--- src/rtl/axi4_pkg.sv ---
// -----------------------------------------------------------------------------
// axi4_pkg
// Shared AXI4 constants and the write-DMA state type.
//   AXI_RESP_*  : BRESP/RRESP encodings
//   AXI_BURST_* : AWBURST/ARBURST encodings
//   dma_state_e : write-DMA controller states
// -----------------------------------------------------------------------------
package axi4_pkg;

    localparam logic [1:0] AXI_RESP_OKAY   = 2'b00;
    localparam logic [1:0] AXI_RESP_EXOKAY = 2'b01;
    localparam logic [1:0] AXI_RESP_SLVERR = 2'b10;
    localparam logic [1:0] AXI_RESP_DECERR = 2'b11;

    localparam logic [1:0] AXI_BURST_FIXED = 2'b00;
    localparam logic [1:0] AXI_BURST_INCR  = 2'b01;
    localparam logic [1:0] AXI_BURST_WRAP  = 2'b10;

    typedef enum logic [2:0] {
        IDLE,
        ADDR,
        DATA,
        RESP,
        DONE
    } dma_state_e;

endpackage

--- src/rtl/axi4_burst_calc.sv ---
// -----------------------------------------------------------------------------
// axi4_burst_calc
// Combinational burst sizing: beats = min(remaining, MAXB, beats left in the
// current 4 KB page). The address is expected to be STBW-aligned, so at least
// one beat always fits in the page.
//   addr      : in,  12  page offset (addr[11:0]) of the next burst
//   remaining : in,  REMW beats still to be written for the command
//   beats     : out, 9   beats for the next burst (1..256)
// -----------------------------------------------------------------------------
module axi4_burst_calc #(
    parameter int REMW = 17,
    parameter int STBW = 32,
    parameter int MAXB = 16
) (
    input  logic [11:0]     addr,
    input  logic [REMW-1:0] remaining,
    output logic [8:0]      beats
);

    localparam int SZW = $clog2(STBW);

    logic [12:0] page_beats;

    always_comb begin
        page_beats = (13'd4096 - {1'b0, addr}) >> SZW;
        beats      = 9'(MAXB);
        // remaining[8:0] is only taken when it is already below MAXB (<=256)
        if (remaining < REMW'(MAXB)) begin
            beats = remaining[8:0];
        end
        // page_beats[8:0] is only taken when it is below the current limit
        if (page_beats < 13'(beats)) begin
            beats = page_beats[8:0];
        end
    end

endmodule

--- src/rtl/axi4_m_dma_w.sv ---
// -----------------------------------------------------------------------------
// axi4_m_dma_w
// Stream-to-AXI4 write DMA. A command (id, start address, byte count) is split
// into INCR bursts of at most MAXB beats that never cross a 4 KB page. Only one
// burst is outstanding at a time. Write data is passed straight through from
// the input stream to the W channel; the last beat of the command carries a
// partial strobe when the byte count is not a multiple of STBW. Any non-OKAY
// BRESP or BID mismatch makes the completion report an error.
// Ports:
//   i_clk, i_rst                 : clock, async active-high reset
//   i_cmd_* / o_cmd_ready        : command handshake (id, addr, bytes)
//   i_dat_* / o_dat_ready        : write-data stream
//   o_m_aw* / i_m_awready        : AXI4 AW channel (registered outputs)
//   o_m_w*  / i_m_wready         : AXI4 W channel
//   i_m_b*  / o_m_bready         : AXI4 B channel
//   o_done_valid, o_done_err     : one-cycle completion pulse and status
// -----------------------------------------------------------------------------
module axi4_m_dma_w
    import axi4_pkg::*;
#(
    parameter int TAGW = 3,
    parameter int ADRW = 32,
    parameter int DATW = 256,
    parameter int STBW = DATW / 8,
    parameter int LENW = 16,
    parameter int MAXB = 16
) (
    input  logic            i_clk,
    input  logic            i_rst,
    input  logic            i_cmd_valid,
    output logic            o_cmd_ready,
    input  logic [TAGW-1:0] i_cmd_id,
    input  logic [ADRW-1:0] i_cmd_addr,
    input  logic [LENW-1:0] i_cmd_bytes,
    input  logic            i_dat_valid,
    output logic            o_dat_ready,
    input  logic [DATW-1:0] i_dat_data,
    output logic [TAGW-1:0] o_m_awid,
    output logic [ADRW-1:0] o_m_awaddr,
    output logic [7:0]      o_m_awlen,
    output logic [2:0]      o_m_awsize,
    output logic [1:0]      o_m_awburst,
    output logic            o_m_awvalid,
    input  logic            i_m_awready,
    output logic [DATW-1:0] o_m_wdata,
    output logic [STBW-1:0] o_m_wstrb,
    output logic            o_m_wlast,
    output logic            o_m_wvalid,
    input  logic            i_m_wready,
    input  logic [TAGW-1:0] i_m_bid,
    input  logic [1:0]      i_m_bresp,
    input  logic            i_m_bvalid,
    output logic            o_m_bready,
    output logic            o_done_valid,
    output logic            o_done_err
);

    localparam int SZW  = $clog2(STBW);
    localparam int REMW = LENW + 1;     // ceil(bytes/STBW) can never exceed this

    dma_state_e      state_reg, state_next;
    logic [TAGW-1:0] id_reg, id_next;
    logic [ADRW-1:0] addr_reg, addr_next;
    logic [SZW-1:0]  tail_reg, tail_next;   // bytes mod STBW
    logic [REMW-1:0] rem_reg, rem_next;
    logic [8:0]      beat_reg, beat_next;
    logic            err_reg, err_next;

    logic [TAGW-1:0] awid_reg;
    logic [ADRW-1:0] awaddr_reg;
    logic [7:0]      awlen_reg;
    logic [2:0]      awsize_reg;
    logic [1:0]      awburst_reg;
    logic            awvalid_reg;

    logic [8:0]      calc_beats;
    logic [8:0]      burst_beats;
    logic            aw_load;
    logic            last_burst;
    logic [STBW-1:0] tail_mask;

    // Burst length of the AW currently in flight; awlen holds it until the B.
    assign burst_beats = {1'b0, awlen_reg} + 9'd1;
    assign last_burst  = (rem_reg == REMW'(burst_beats));

    // Sized from the values being loaded so the AW fields are registered on
    // the same edge that enters ADDR, with no extra bubble cycle.
    axi4_burst_calc #(
        .REMW (REMW),
        .STBW (STBW),
        .MAXB (MAXB)
    ) u_burst_calc (
        .addr      (addr_next[11:0]),
        .remaining (rem_next),
        .beats     (calc_beats)
    );

    assign aw_load = (state_next == ADDR) && (state_reg != ADDR);

    genvar gi;
    generate
        for (gi = 0; gi < STBW; gi++) begin : g_tail_mask
            assign tail_mask[gi] = (gi < int'(tail_reg));
        end
    endgenerate

    always_comb begin
        state_next   = state_reg;
        id_next      = id_reg;
        addr_next    = addr_reg;
        tail_next    = tail_reg;
        rem_next     = rem_reg;
        beat_next    = beat_reg;
        err_next     = err_reg;
        o_cmd_ready  = 1'b0;
        o_dat_ready  = 1'b0;
        o_m_wvalid   = 1'b0;
        o_m_wlast    = 1'b0;
        o_m_bready   = 1'b0;
        o_done_valid = 1'b0;
        o_done_err   = 1'b0;

        case (state_reg)
            IDLE: begin
                // Gated by reset so ready is low for the whole reset window.
                o_cmd_ready = ~i_rst;
                if (i_cmd_valid) begin
                    id_next    = i_cmd_id;
                    addr_next  = i_cmd_addr & ~ADRW'(STBW - 1);
                    tail_next  = i_cmd_bytes[SZW-1:0];
                    rem_next   = (REMW'(i_cmd_bytes) + REMW'(STBW - 1)) >> SZW;
                    err_next   = 1'b0;
                    state_next = (i_cmd_bytes == '0) ? DONE : ADDR;
                end
            end
            ADDR: begin
                if (i_m_awready) begin
                    beat_next  = '0;
                    state_next = DATA;
                end
            end
            DATA: begin
                o_m_wvalid  = i_dat_valid;
                o_dat_ready = i_m_wready;
                o_m_wlast   = (beat_reg == {1'b0, awlen_reg});
                if (i_dat_valid && i_m_wready) begin
                    beat_next = beat_reg + 9'd1;
                    if (o_m_wlast) begin
                        state_next = RESP;
                    end
                end
            end
            RESP: begin
                o_m_bready = 1'b1;
                if (i_m_bvalid) begin
                    if ((i_m_bresp != AXI_RESP_OKAY) || (i_m_bid != id_reg)) begin
                        err_next = 1'b1;
                    end
                    rem_next   = rem_reg - REMW'(burst_beats);
                    addr_next  = addr_reg + (ADRW'(burst_beats) << SZW);
                    state_next = (rem_next != '0) ? ADDR : DONE;
                end
            end
            DONE: begin
                o_done_valid = 1'b1;
                o_done_err   = err_reg;
                state_next   = IDLE;
            end
            default: state_next = IDLE;
        endcase
    end

    always_ff @(posedge i_clk or posedge i_rst) begin
        if (i_rst) begin
            state_reg   <= IDLE;
            id_reg      <= '0;
            addr_reg    <= '0;
            tail_reg    <= '0;
            rem_reg     <= '0;
            beat_reg    <= '0;
            err_reg     <= 1'b0;
            awid_reg    <= '0;
            awaddr_reg  <= '0;
            awlen_reg   <= '0;
            awsize_reg  <= '0;
            awburst_reg <= '0;
            awvalid_reg <= 1'b0;
        end else begin
            state_reg   <= state_next;
            id_reg      <= id_next;
            addr_reg    <= addr_next;
            tail_reg    <= tail_next;
            rem_reg     <= rem_next;
            beat_reg    <= beat_next;
            err_reg     <= err_next;
            awvalid_reg <= (state_next == ADDR);
            if (aw_load) begin
                awid_reg    <= id_next;
                awaddr_reg  <= addr_next;
                awlen_reg   <= 8'(calc_beats - 9'd1);
                awsize_reg  <= 3'(SZW);
                awburst_reg <= AXI_BURST_INCR;
            end
        end
    end

    assign o_m_awid    = awid_reg;
    assign o_m_awaddr  = awaddr_reg;
    assign o_m_awlen   = awlen_reg;
    assign o_m_awsize  = awsize_reg;
    assign o_m_awburst = awburst_reg;
    assign o_m_awvalid = awvalid_reg;

    assign o_m_wdata = i_dat_data;
    assign o_m_wstrb = (o_m_wlast && last_burst && (tail_reg != '0)) ? tail_mask : '1;

endmodule

--- config.mk ---
export PLATFORM = sky130hd
export DESIGN_NAME = axi4_m_dma_w
export DESIGN_NICKNAME = d
export VERILOG_FILES = /design/src/rtl/axi4_pkg.sv /design/src/rtl/axi4_burst_calc.sv /design/src/rtl/axi4_m_dma_w.sv
export SDC_FILE = /design/constraint.sdc
export NUM_CORES = 1
export LEC_CHECK = 0
export CORE_AREA = 2 2 259 261
export DETAILED_ROUTE_END_ITERATION = 12
export DIE_AREA = 0 0 261 263
export DONT_BUFFER_PORTS = 1
export HOLD_SLACK_MARGIN = 0.02
export PLACE_DENSITY_LB_ADDON = 0.15
export SYNTH_ARGS = -nofsm -noshare
export SYNTH_HDL_FRONTEND = slang
export SYNTH_SLANG_ARGS = --single-unit
--- constraint.sdc ---
create_clock -name i_clk -period 8.35 [get_ports i_clk]
set_input_delay 0.835 -clock i_clk [delete_from_list [all_inputs] [get_ports i_clk]]
set_output_delay 0.835 -clock i_clk [all_outputs]
set_load 0.01 [all_outputs]
==> qor.csv <==
stage,metric,value,unit
status,status,"finished, final reports clean",
sta,Period minus WS final,7580,ps
critical_path,Max stage delay on crit path,590,ps
placement,Port Buffer Count,0,
sta,Pins Over Slew Limit,0,
logic_synthesis,"FF+latch count, synth",115,
floorplan,core area,0.0656,sq mm
power_and_ir_drop,Switching Share,49.5,%
clock_network,CTS buffer count,17,
logic_synthesis,post-synth top area share,30.2,%
logic_synthesis,Area contributors post-synth,"dfrtp_1, buf_4, nand2_1",
critical_path,crit path max-delay cell type,dfrtp_1,
grt,total track usage,13.6,%
clock_network,CTS tree,done,
cells_and_area,fin cells,1716,
sta,Fin. Hold Viols,0,
sta,fmax,0.132,GHz
power_and_ir_drop,Clk network pwr share,17.4,%
clock_network,hold_buf cts,0,
critical_path,Worst setup EP type,register,
critical_path,Most common cell on crit path,ha_1,
clock_network,clk root buf,clkbuf_16,
logic_synthesis,warning count from the yosys run,0,
floorplan,Initial Util,14.5,%
placement,detailed placement HPWL,39200,um
placement,# placed instances,1682,
drt,initial drt markers,391,
grt,global-route wire length before repair,64600,um
power_and_ir_drop,pwr dens,478,mW/mm^2
drt,drt wl/cell,27.9,um
drt,vias per inst,4.13,
critical_path,worst r2r path cells,29,
drt,antenna-violating nets left,0,
critical_path,r2r startpoint,o_m_awlen[0],
grt,largest net degree at the start of global routing,59,
critical_path,Reg2Reg Setup Slack,770,ps
logic_synthesis,top_reg_cell synth,dfrtp_1,
logic_synthesis,Post-synth ARST share,100,%
clock_network,Clock Tree Buf Depth,2,
power_and_ir_drop,Pleak,3.65,nW
logic_synthesis,Mapped Cells,1097,
floorplan,die width,261,um
critical_path,critical path launch point type,register,
floorplan,total die area,0.0686,sq mm
critical_path,worst r2r dst,o_m_awlen[4],
power_and_ir_drop,Peak VDD IR,0.157,mV
sta,Slew headroom,36.8,%
logic_synthesis,"area leader, netlist",dfrtp_1,
sta,Worst-Margin Slew,938,ps
logic_synthesis,post-synth cell types,80,
logic_synthesis,Post-Syn Area per Cell,8.68,sq um
logic_synthesis,most instantiated cells after synthesis,"buf_4, dfrtp_1, nand2_1, nor2_1, o21ai_0",
clock_network,Post-CTS Setup Inserts,0,
cells_and_area,Area Overhead vs Synth,-2.90,%
grt,GRT overflow,0,
grt,initial antenna violation count,3,
logic_synthesis,area of the mapped netlist,0.00952,sq mm
run,MaxCap Viol Count,0,
sta,Setup Skew,8.20,ps
sta,sum of negative setup slack,0,ps
placement,gpl congestion,0.760,
clock_network,post_cts resized,0,
critical_path,worst path required time,8700,ps
drt,DR pass1 iterations,5,
clock_network,Sink Count,115,
critical_path,worst path bufs/invs,2,
power_and_ir_drop,Comb pwr share,57.5,%
drt,WL final,47900,um
grt,vias in the first global route,7285,
logic_synthesis,top-count cell post-synth,buf_4,
worst_hold_path,Hold Path Class,in -> async,
drt,Post-route DRC,0,
cells_and_area,nets,1186,
clock_network,Max H-tree Level,4,
cells_and_area,share of cells above drive strength 1,10.9,%
floorplan,height of the die,263,um
floorplan,Top-Level Pins,663,
sta,Final period util,90.8,%
floorplan,standard-cell row count,94,
critical_path,crit-path max FO,10,
power_and_ir_drop,Psw,0.00219,W
cells_and_area,number of fill cells,7542,
critical_path,largest delay contributor family on the critical path,simple AND/OR/NAND/NOR gates,
clock_network,Clock Latency Late Sink,440,ps
logic_synthesis,register area share after synthesis,30.2,%
sta,Setup Viol. Count Final,0,
power_and_ir_drop,Reg power frac,25.2,%
drt,vias,7090,
critical_path,Crit path arrival time,7930,ps
power_and_ir_drop,Pint,0.00223,W
clock_network,Worst-path clk slew,60,ps
logic_synthesis,number of enable flip-flop cells after synthesis,0,
sta,RSZ-0062 raised after global routing,false,
critical_path,Crit Path Category,reg -> reg,
-- cell families after synthesis --
| kind of cell | count (synthesis) | synth area share, % |
|---|---|---|
| buf+inv | 337 | 23.8 |
| flops | 115 | 30.2 |
| xor+xnor | 59 | 5.43 |
| fa+ha+maj | 30 | 4.10 |
| simple gates | 302 | 16.4 |
| mux | 36 | 4.20 |
| compound gates | 216 | 15.8 |
| other cells | 2 | 0.0789 |
-- per-stage QoR --
stage	power (W)	setup slack, ps	cell area, sq um	util (%)	hold WS, ps
after floorplan	0.00300	1910	9540	-	454
after global placement	0.00374	701	8650	13.2	484
after detailed placement	0.00371	717	8650	13.2	494
after CTS	0.00452	671	9240	14.1	451
after global routing	0.00483	52.1	9240	14.1	464
final	0.00442	768	9250	14.1	419
-- area by class of cell --
| class | count | area (sq um) | area share, % |
|---|---|---|---|
| multi-input cells | 649 | 4410 | 47.7 |
| flip-flops and latches | 115 | 2880 | 31.1 |
| well taps | 864 | 1080 | 11.7 |
| clock buffers | 17 | 425 | 4.60 |
| clock inverters | 15 | 169 | 1.83 |
| repair buffers | 19 | 143 | 1.54 |
| inverters | 35 | 134 | 1.45 |
| diodes | 2 | 5.00 | 0.0541 |
-- power by group through the flow --
stage / sequential [W] / combinational (W) / clock [W]
2_1_floorplan: 0.000962 / 0.00203 / 0
3_3_place_gp: 0.00114 / 0.00260 / 0
3_5_place_dp: 0.00113 / 0.00258 / 0
4_1_cts: 0.00112 / 0.00259 / 0.000805
5_1_grt: 0.00115 / 0.00285 / 0.000823
6_report: 0.00111 / 0.00254 / 0.000768
-- worst reg2reg max path: cells and delay by family, from the launching register on --
kind | cells | cell delay [ps]
AOI/OAI and AO/OA | 12 | 2280
adders and majority gates | 4 | 1300
buffers and inverters | 2 | 470
DFF | 1 | 590
and+or+nand+nor | 11 | 2850
-- metal layers --
| metal | wire length [um] | up-vias | track usage (%) |
|---|---|---|---|
| li1 | - | 3062 | - |
| met1 | 16100 | 3450 | 13.3 |
| met2 | 22500 | 455 | 22.0 |
| met3 | 7570 | 113 | 9.63 |
| met4 | 1550 | 10 | 5.33 |
| met5 | 205 | - | 1.92 |
-- layout by cell type (no fill, tap or decap), types with 17 or more instances in the layout --
cell,Yosys,routed
nand3_1,35,35
xor2_1,28,28
clkbuf_16,0,17
nor2_1,53,53
ha_1,28,28
o21ai_0,45,45
a21oi_1,36,36
inv_1,35,34
dfrtp_1,115,115
xnor2_1,31,31
nor3_1,17,17
nand2_1,95,95
mux2_2,20,20
buf_4,264,19
-- worst max-delay path by stage --
stage,cells after the start,endpoint,slack [ps],start
floorplan,31,o_m_awlen[4],1910,o_m_awlen[2]
global placement,30,o_m_awlen[4],700,o_m_awlen[0]
global route,30,o_m_awlen[4],50,o_m_awlen[0]
finish,29,o_m_awlen[4],770,o_m_awlen[0]
CTS,30,o_m_awlen[4],670,o_m_awlen[0]
detailed placement,30,o_m_awlen[4],720,o_m_awlen[0]
No activity file was read; power rests on OpenSTA's default activity.
